**config.mk**
```make
export PLATFORM = sky130hd
export DESIGN_NAME = nexys_starship_fault_sched
export DESIGN_NICKNAME = d
export VERILOG_FILES = /design/src/rtl/nexys_starship_fault_sched.sv
export SDC_FILE = /design/constraint.sdc
export NUM_CORES = 1
export LEC_CHECK = 0
export ABC_AREA = 1
export BUFFER_PORTS_ARGS = -buffer_cell sky130_fd_sc_hd__buf_2
export CAP_MARGIN = 40
export CORE_MARGIN = 5
export CORE_UTILIZATION = 55
export CTS_CLUSTER_SIZE = 8
export DETAILED_ROUTE_END_ITERATION = 8
export GPL_TIMING_DRIVEN = 0
export PLACE_DENSITY = 0.74
export SLEW_MARGIN = 20
export SYNTH_ARGS = -nofsm -noshare
export SYNTH_HDL_FRONTEND = slang
export SYNTH_SLANG_ARGS = --single-unit
```
**constraint.sdc**
```tcl
create_clock -name Clk -period 4.5 [get_ports Clk]
set_clock_uncertainty 0.1 [all_clocks]
set_input_delay 0.9 -clock Clk [delete_from_list [all_inputs] [get_ports Clk]]
set_output_delay 0.9 -clock Clk [all_outputs]
set_load 0.05 [all_outputs]
```
**src/rtl/nexys_starship_fault_sched.sv**
```systemverilog
`timescale 1ns/1ps
// Fault scheduler: decides when/which repair subsystem breaks, ramps difficulty, ends game on unrepaired timeout.
// Latency: all outputs registered; break_req/random_hex appear one cycle after the PICK decision cycle.
// Backpressure: none; a new break is withheld while MAX_BROKEN or more subsystems are already broken.
module nexys_starship_fault_sched #(
   parameter int TICK_DIV         = 4,
   parameter int BASE_INTERVAL    = 10,
   parameter int MIN_INTERVAL     = 2,
   parameter int LEVEL_STEP       = 2,
   parameter int COOLDOWN_TICKS   = 3,
   parameter int TIMEOUT_TICKS    = 20,
   parameter int MAX_BROKEN       = 3,
   parameter int BREAKS_PER_LEVEL = 2
) (
   input  logic       Clk,
   input  logic       Reset_n,
   input  logic       play_flag,
   input  logic [3:0] broken,
   output logic [3:0] break_req,
   output logic [3:0] random_hex,
   output logic       gameover_ctrl,
   output logic [2:0] level,
   output logic       active
);

   localparam logic [4:0] S_IDLE  = 5'b00001;
   localparam logic [4:0] S_ARMED = 5'b00010;
   localparam logic [4:0] S_PICK  = 5'b00100;
   localparam logic [4:0] S_COOL  = 5'b01000;
   localparam logic [4:0] S_OVER  = 5'b10000;

   localparam int PW = (TICK_DIV > 1) ? $clog2(TICK_DIV) : 1;
   localparam int WW = $clog2(TIMEOUT_TICKS + 1);
   localparam int CW = $clog2(COOLDOWN_TICKS + 1);
   localparam int BW = (BREAKS_PER_LEVEL > 1) ? $clog2(BREAKS_PER_LEVEL) : 1;

   localparam logic [10:0] BASE_I = 11'(BASE_INTERVAL);
   localparam logic [10:0] MIN_I  = 11'(MIN_INTERVAL);
   localparam logic [10:0] SPAN_I = 11'(BASE_INTERVAL - MIN_INTERVAL);

   logic [4:0]    state, nxt;
   logic [15:0]   lfsr;
   logic [PW-1:0] presc;
   logic          tick;
   logic          presc_clr;
   logic [10:0]   ivl_cnt;
   logic [10:0]   lvl_step, interval;
   logic [CW-1:0] cool_cnt;
   logic [BW-1:0] brk_cnt;
   logic [WW-1:0] wd_cnt [4];
   logic          wd_hit;
   logic          full;
   logic          pick_ok;
   logic [1:0]    pick_idx;

   function automatic logic is_busy(input logic [4:0] s);
      return (s == S_ARMED) || (s == S_PICK) || (s == S_COOL);
   endfunction

   // Interval shrinks with level, clamped at the floor; 11-bit math keeps the subtraction safe.
   assign lvl_step = 11'(level) * 11'(LEVEL_STEP);
   assign interval = (lvl_step >= SPAN_I) ? MIN_I : BASE_I - lvl_step;

   assign full      = ($countones(broken) >= MAX_BROKEN);
   assign presc_clr = !is_busy(nxt) || ((nxt == S_ARMED) && (state != S_ARMED));

   // Any subsystem left broken too long ends the game.
   always_comb begin
      wd_hit = 1'b0;
      for (int i = 0; i < 4; i++) begin
         if (wd_cnt[i] == WW'(TIMEOUT_TICKS)) wd_hit = 1'b1;
      end
   end

   // Random candidate, rotated forward to the first subsystem that is still healthy.
   always_comb begin
      pick_ok  = 1'b0;
      pick_idx = lfsr[1:0];
      for (int k = 3; k >= 0; k--) begin
         if (!broken[lfsr[1:0] + 2'(k)]) begin
            pick_ok  = 1'b1;
            pick_idx = lfsr[1:0] + 2'(k);
         end
      end
   end

   // Next-state: play_flag drop beats watchdog, watchdog beats a pending break.
   always_comb begin
      nxt = state;
      case (state)
         S_IDLE:  if (play_flag) nxt = S_ARMED;
         S_ARMED, S_PICK, S_COOL: begin
            if (!play_flag)  nxt = S_IDLE;
            else if (wd_hit) nxt = S_OVER;
            else if (state == S_ARMED) begin
               if (tick && (ivl_cnt == 11'd1)) nxt = S_PICK;
            end else if (state == S_PICK) begin
               nxt = (full || !pick_ok) ? S_ARMED : S_COOL;
            end else begin
               if (tick && (cool_cnt == CW'(COOLDOWN_TICKS - 1))) nxt = S_ARMED;
            end
         end
         S_OVER:  if (!play_flag) nxt = S_IDLE;
         default: nxt = S_IDLE;
      endcase
   end

   // Free-running LFSR so the break pattern depends on game timing.
   always_ff @(posedge Clk or negedge Reset_n) begin
      if (!Reset_n) lfsr <= 16'hACE1;
      else          lfsr <= {lfsr[14:0], lfsr[15] ^ lfsr[13] ^ lfsr[12] ^ lfsr[10]};
   end

   // Tick prescaler, restarted on every ARMED entry so intervals are exact.
   always_ff @(posedge Clk or negedge Reset_n) begin
      if (!Reset_n) begin
         presc <= '0;
         tick  <= 1'b0;
      end else if (presc_clr) begin
         presc <= '0;
         tick  <= 1'b0;
      end else begin
         tick  <= (presc == PW'(TICK_DIV - 1));
         presc <= (presc == PW'(TICK_DIV - 1)) ? '0 : presc + PW'(1);
      end
   end

   // Per-subsystem watchdogs: count ticks while broken during play, saturate at the limit.
   always_ff @(posedge Clk or negedge Reset_n) begin
      if (!Reset_n) begin
         for (int i = 0; i < 4; i++) wd_cnt[i] <= '0;
      end else begin
         for (int i = 0; i < 4; i++) begin
            if ((state == S_IDLE) || !broken[i])
               wd_cnt[i] <= '0;
            else if (is_busy(state) && tick && (wd_cnt[i] != WW'(TIMEOUT_TICKS)))
               wd_cnt[i] <= wd_cnt[i] + WW'(1);
         end
      end
   end

   // Scheduler state, counters and registered outputs.
   always_ff @(posedge Clk or negedge Reset_n) begin
      if (!Reset_n) begin
         state         <= S_IDLE;
         ivl_cnt       <= '0;
         cool_cnt      <= '0;
         brk_cnt       <= '0;
         level         <= '0;
         break_req     <= '0;
         random_hex    <= '0;
         gameover_ctrl <= 1'b0;
         active        <= 1'b0;
      end else begin
         state         <= nxt;
         break_req     <= '0;
         gameover_ctrl <= (nxt == S_OVER) && (state != S_OVER);
         active        <= is_busy(nxt);
         case (state)
            S_IDLE: if (nxt == S_ARMED) begin
               level   <= '0;
               brk_cnt <= '0;
               ivl_cnt <= BASE_I;
            end
            S_ARMED: if ((nxt == S_ARMED) && tick) ivl_cnt <= ivl_cnt - 11'd1;
            S_PICK: begin
               if (nxt == S_COOL) begin
                  break_req  <= 4'b0001 << pick_idx;
                  random_hex <= lfsr[7:4];
                  cool_cnt   <= '0;
                  if (brk_cnt == BW'(BREAKS_PER_LEVEL - 1)) begin
                     brk_cnt <= '0;
                     if (level != 3'd7) level <= level + 3'd1;
                  end else begin
                     brk_cnt <= brk_cnt + BW'(1);
                  end
               end else if (nxt == S_ARMED) begin
                  ivl_cnt <= interval;
               end
            end
            S_COOL: begin
               if (nxt == S_ARMED) ivl_cnt  <= interval;
               else if (tick)      cool_cnt <= cool_cnt + CW'(1);
            end
            default: ;
         endcase
      end
   end

endmodule
```
==> metrics <==
Ports 20; vias per cell around 5.3; worst vdd ir roughly 0.00020 V; fmax ~320 MHz; Final Non-Filler Cells 589; share of layout cells above drive strength 1 0.134; Synth Register Bits between 70 and 80; clock tree sinks between 70 and 80; ANT nets after route 0; power share of the clock group 0.404; DR vias 3120; Die Span Y slightly above 90 um; Final #Nets around 530; min Tclk post-route slightly above 3 ns; net load switching power between 0.0004 and 0.0005 W; fraction of registers with async set/reset 1.00; root buf cell clkbuf_8; total wire length roughly 7.3 mm; Sequential Power Share 0.439; HPWL after DPL 5.47 mm; Die ar. between 8000 and 9000 sq um; # rows 30; syn_area_per_cell around 8.0 sq um; final slew viol count 0; CTS Hold Bufs 0; area of the mapped netlist about 3800 sq um; sequential element share of the synthesized area 0.470; post-CTS sizing 0; cts bufs inserted 9; Switching Fraction 0.273; chip width slightly above 90 um; GP Congestion 0.862; RSZ-0062 raised after global routing false; residual DRC count 0; initial antenna violation count 0; Internal 0.00113 W; setup ws final between 1 and 1.5 ns; Crit Path Class in2reg; Clock Tree Buf Depth 2; drt initial violations 145; first-pass GRT wire length between 10 and 15 mm; Slew HR 0.462; Port Buf Inserts 19; Hold WC Path Type reg2reg; startpoint types primary input; PD cells 363 nW/um^2; post-CTS setup buffer count 0; Initial Util 0.563; crit end category register; CP Data Arrival Time 3.24 ns; Filler Cell Count 579; drt pass-1 iters 4; vias in the first global route approximately 3000; Crit Path Max Fanout 7; Post-synth EDFFs 0; Comb power frac 0.157; Worst-path clk slew 0.07 ns; Synth Warn # 0; post-synth cell types 38; leakage power ~2.2 nW; number of max-cap violations 0; pre-CTS WS ~1.1 ns; global route overflow 0; Antenna diodes 0; largest net degree at the start of global routing 50; clk_lat worst skew approximately 0.34 ns; Max stage delay on crit path around 0.54 ns; Setup Viol. Count Final 0; synthesized instance count 473; slowest cell on the critical path fa_1; H-tree depth 3; CTS tree yes; Syn Nets 500; Worst Tran Pin Value 0.800 ns; CP most frequent cell nand2_1; status finished clean; Setup TNS 0 ns; data required time at the worst endpoint roughly 4.7 ns; core area a little under 7000 sq um; final-report hold violation count 0; main flop type after synthesis dfrtp_1; Cell Chain, Critical Path buf_2, inv_1, fa_1, inv_1, ha_1, ha_1, nand2_1, nor2_1, nor3_1, nand2_1, nand2_1, nand2_2, nand2_1, nand2_2, nor2_4, nand2_1, o21ai_0; Inst Count DP 573; synth-to-layout area growth 12.6%; Final period util 0.684; GR Util All Layers 0.188; routed len/inst roughly 12 um
-- power groups by stage --
stage,clock (W),combinational (W),sequential (W)
2_1_floorplan,0,0.000175,0.000695
3_3_place_gp,0,0.000234,0.000693
3_5_place_dp,0,0.000242,0.000694
4_1_cts,0.000648,0.000243,0.000682
5_1_grt,0.000673,0.000286,0.000687
6_report,0.000628,0.000244,0.000683
-- path summary, 6_finish.rpt --
path                                start  cells after the start            to  slack [ns]
worst max-delay path            broken[0]                     17      level[0]        1.42
worst min-delay path              lfsr[2]                      0       lfsr[3]        0.25
worst max register to register   state[0]                      8    ivl_cnt[8]        2.13
worst min register to register    lfsr[2]                      0       lfsr[3]        0.25
max in group asynchronous         Reset_n                      2      state[0]        3.36
min in group asynchronous         Reset_n                      1  break_req[0]        0.36
-- critical path, delay by kind of cell --
family / cells / cell delay [ns]
AOI/OAI and AO/OA: 1 / 0.07
adders and majority gates: 3 / 0.98
buffers and inverters: 3 / 0.23
and+or+nand+nor: 10 / 1.06
-- kinds of logic after synthesis --
family          after synthesis  share of synthesized area
simple gates                241                      0.278
fa+ha+maj                    20                     0.0678
xor+xnor                      8                     0.0184
compound gates               68                     0.0971
flops                        71                      0.470
buf+inv                      65                     0.0684
-- cells in the final DEF, fill, tap and decap left out, types with 3 or more instances in the layout --
cell / n
nor2_1: 46
dfrtp_1: 62
nand4_1: 9
xnor2_1: 3
nand2_2: 3
o21ai_0: 46
a21oi_1: 11
buf_2: 18
nor3_1: 9
bufinv_16: 3
xor2_1: 5
nand2_1: 130
inv_2: 4
nand3_1: 31
dfstp_2: 9
inv_1: 56
clkbuf_8: 10
ha_1: 19
-- synthesized netlist by cell type (2+ instances only) --
cell / n / area, sq um
or2_2: 2 / 12.5
nor3_1: 9 / 45.0
nor2_4: 2 / 22.5
inv_2: 4 / 15.0
nor2_2: 2 / 12.5
xor2_1: 5 / 43.8
nand2_2: 3 / 18.8
inv_1: 56 / 210
nand4_1: 9 / 56.3
xnor2_1: 3 / 26.3
o21ai_0: 46 / 230
nand2_1: 130 / 488
dfstp_2: 9 / 236
a21oi_1: 11 / 55.1
o21bai_1: 2 / 15.0
inv_4: 2 / 12.5
nand3_1: 31 / 155
ha_1: 19 / 238
dfrtp_1: 62 / 1550
o41ai_1: 2 / 17.5
o21ai_1: 2 / 10.0
nor2_1: 46 / 173
-- flip-flops by register name, summed over array words and instances, names as in the netlist --
register and cells:
lfsr 16, presc 2, gameover_ctrl 1, cool_cnt 2
ivl_cnt 11, tick 1, state 5, wd_cnt 20
level 3, brk_cnt 1, break_req 4, random_hex 4
active 1
-- cell type report --
class | count | area [sq um] | area share
buffer | 3 | 22.5 | 0.00526
clock buffer | 10 | 138 | 0.0321
clock inverter | 6 | 116 | 0.0272
inverter | 62 | 238 | 0.0555
multi-input combinational | 337 | 1750 | 0.410
sequential | 71 | 1790 | 0.418
tap | 80 | 100 | 0.0234
timing repair buffer | 20 | 125 | 0.0292
-- per-stage QoR --
step / util / area (sq um) / hold WS (ns) / total power [W]
after floorplan: - / 3800 / 0.231 / 0.000870
after global placement: 0.592 / 4000 / 0.235 / 0.000927
after detailed placement: 0.596 / 4030 / 0.236 / 0.000936
after CTS: 0.634 / 4280 / 0.252 / 0.00157
after global routing: 0.634 / 4280 / 0.258 / 0.00165
final: 0.634 / 4280 / 0.249 / 0.00156
-- per-layer routing --
layer  vias to the layer above  track usage  wire length [um]
li1                       1597            -                 -
met1                      1460        0.256              3570
met2                        59        0.298              3450
met3                         4       0.0410               274
met4                         0       0.0635                50
met5                         -            0                 0
Power figures use the tool's default switching activity.
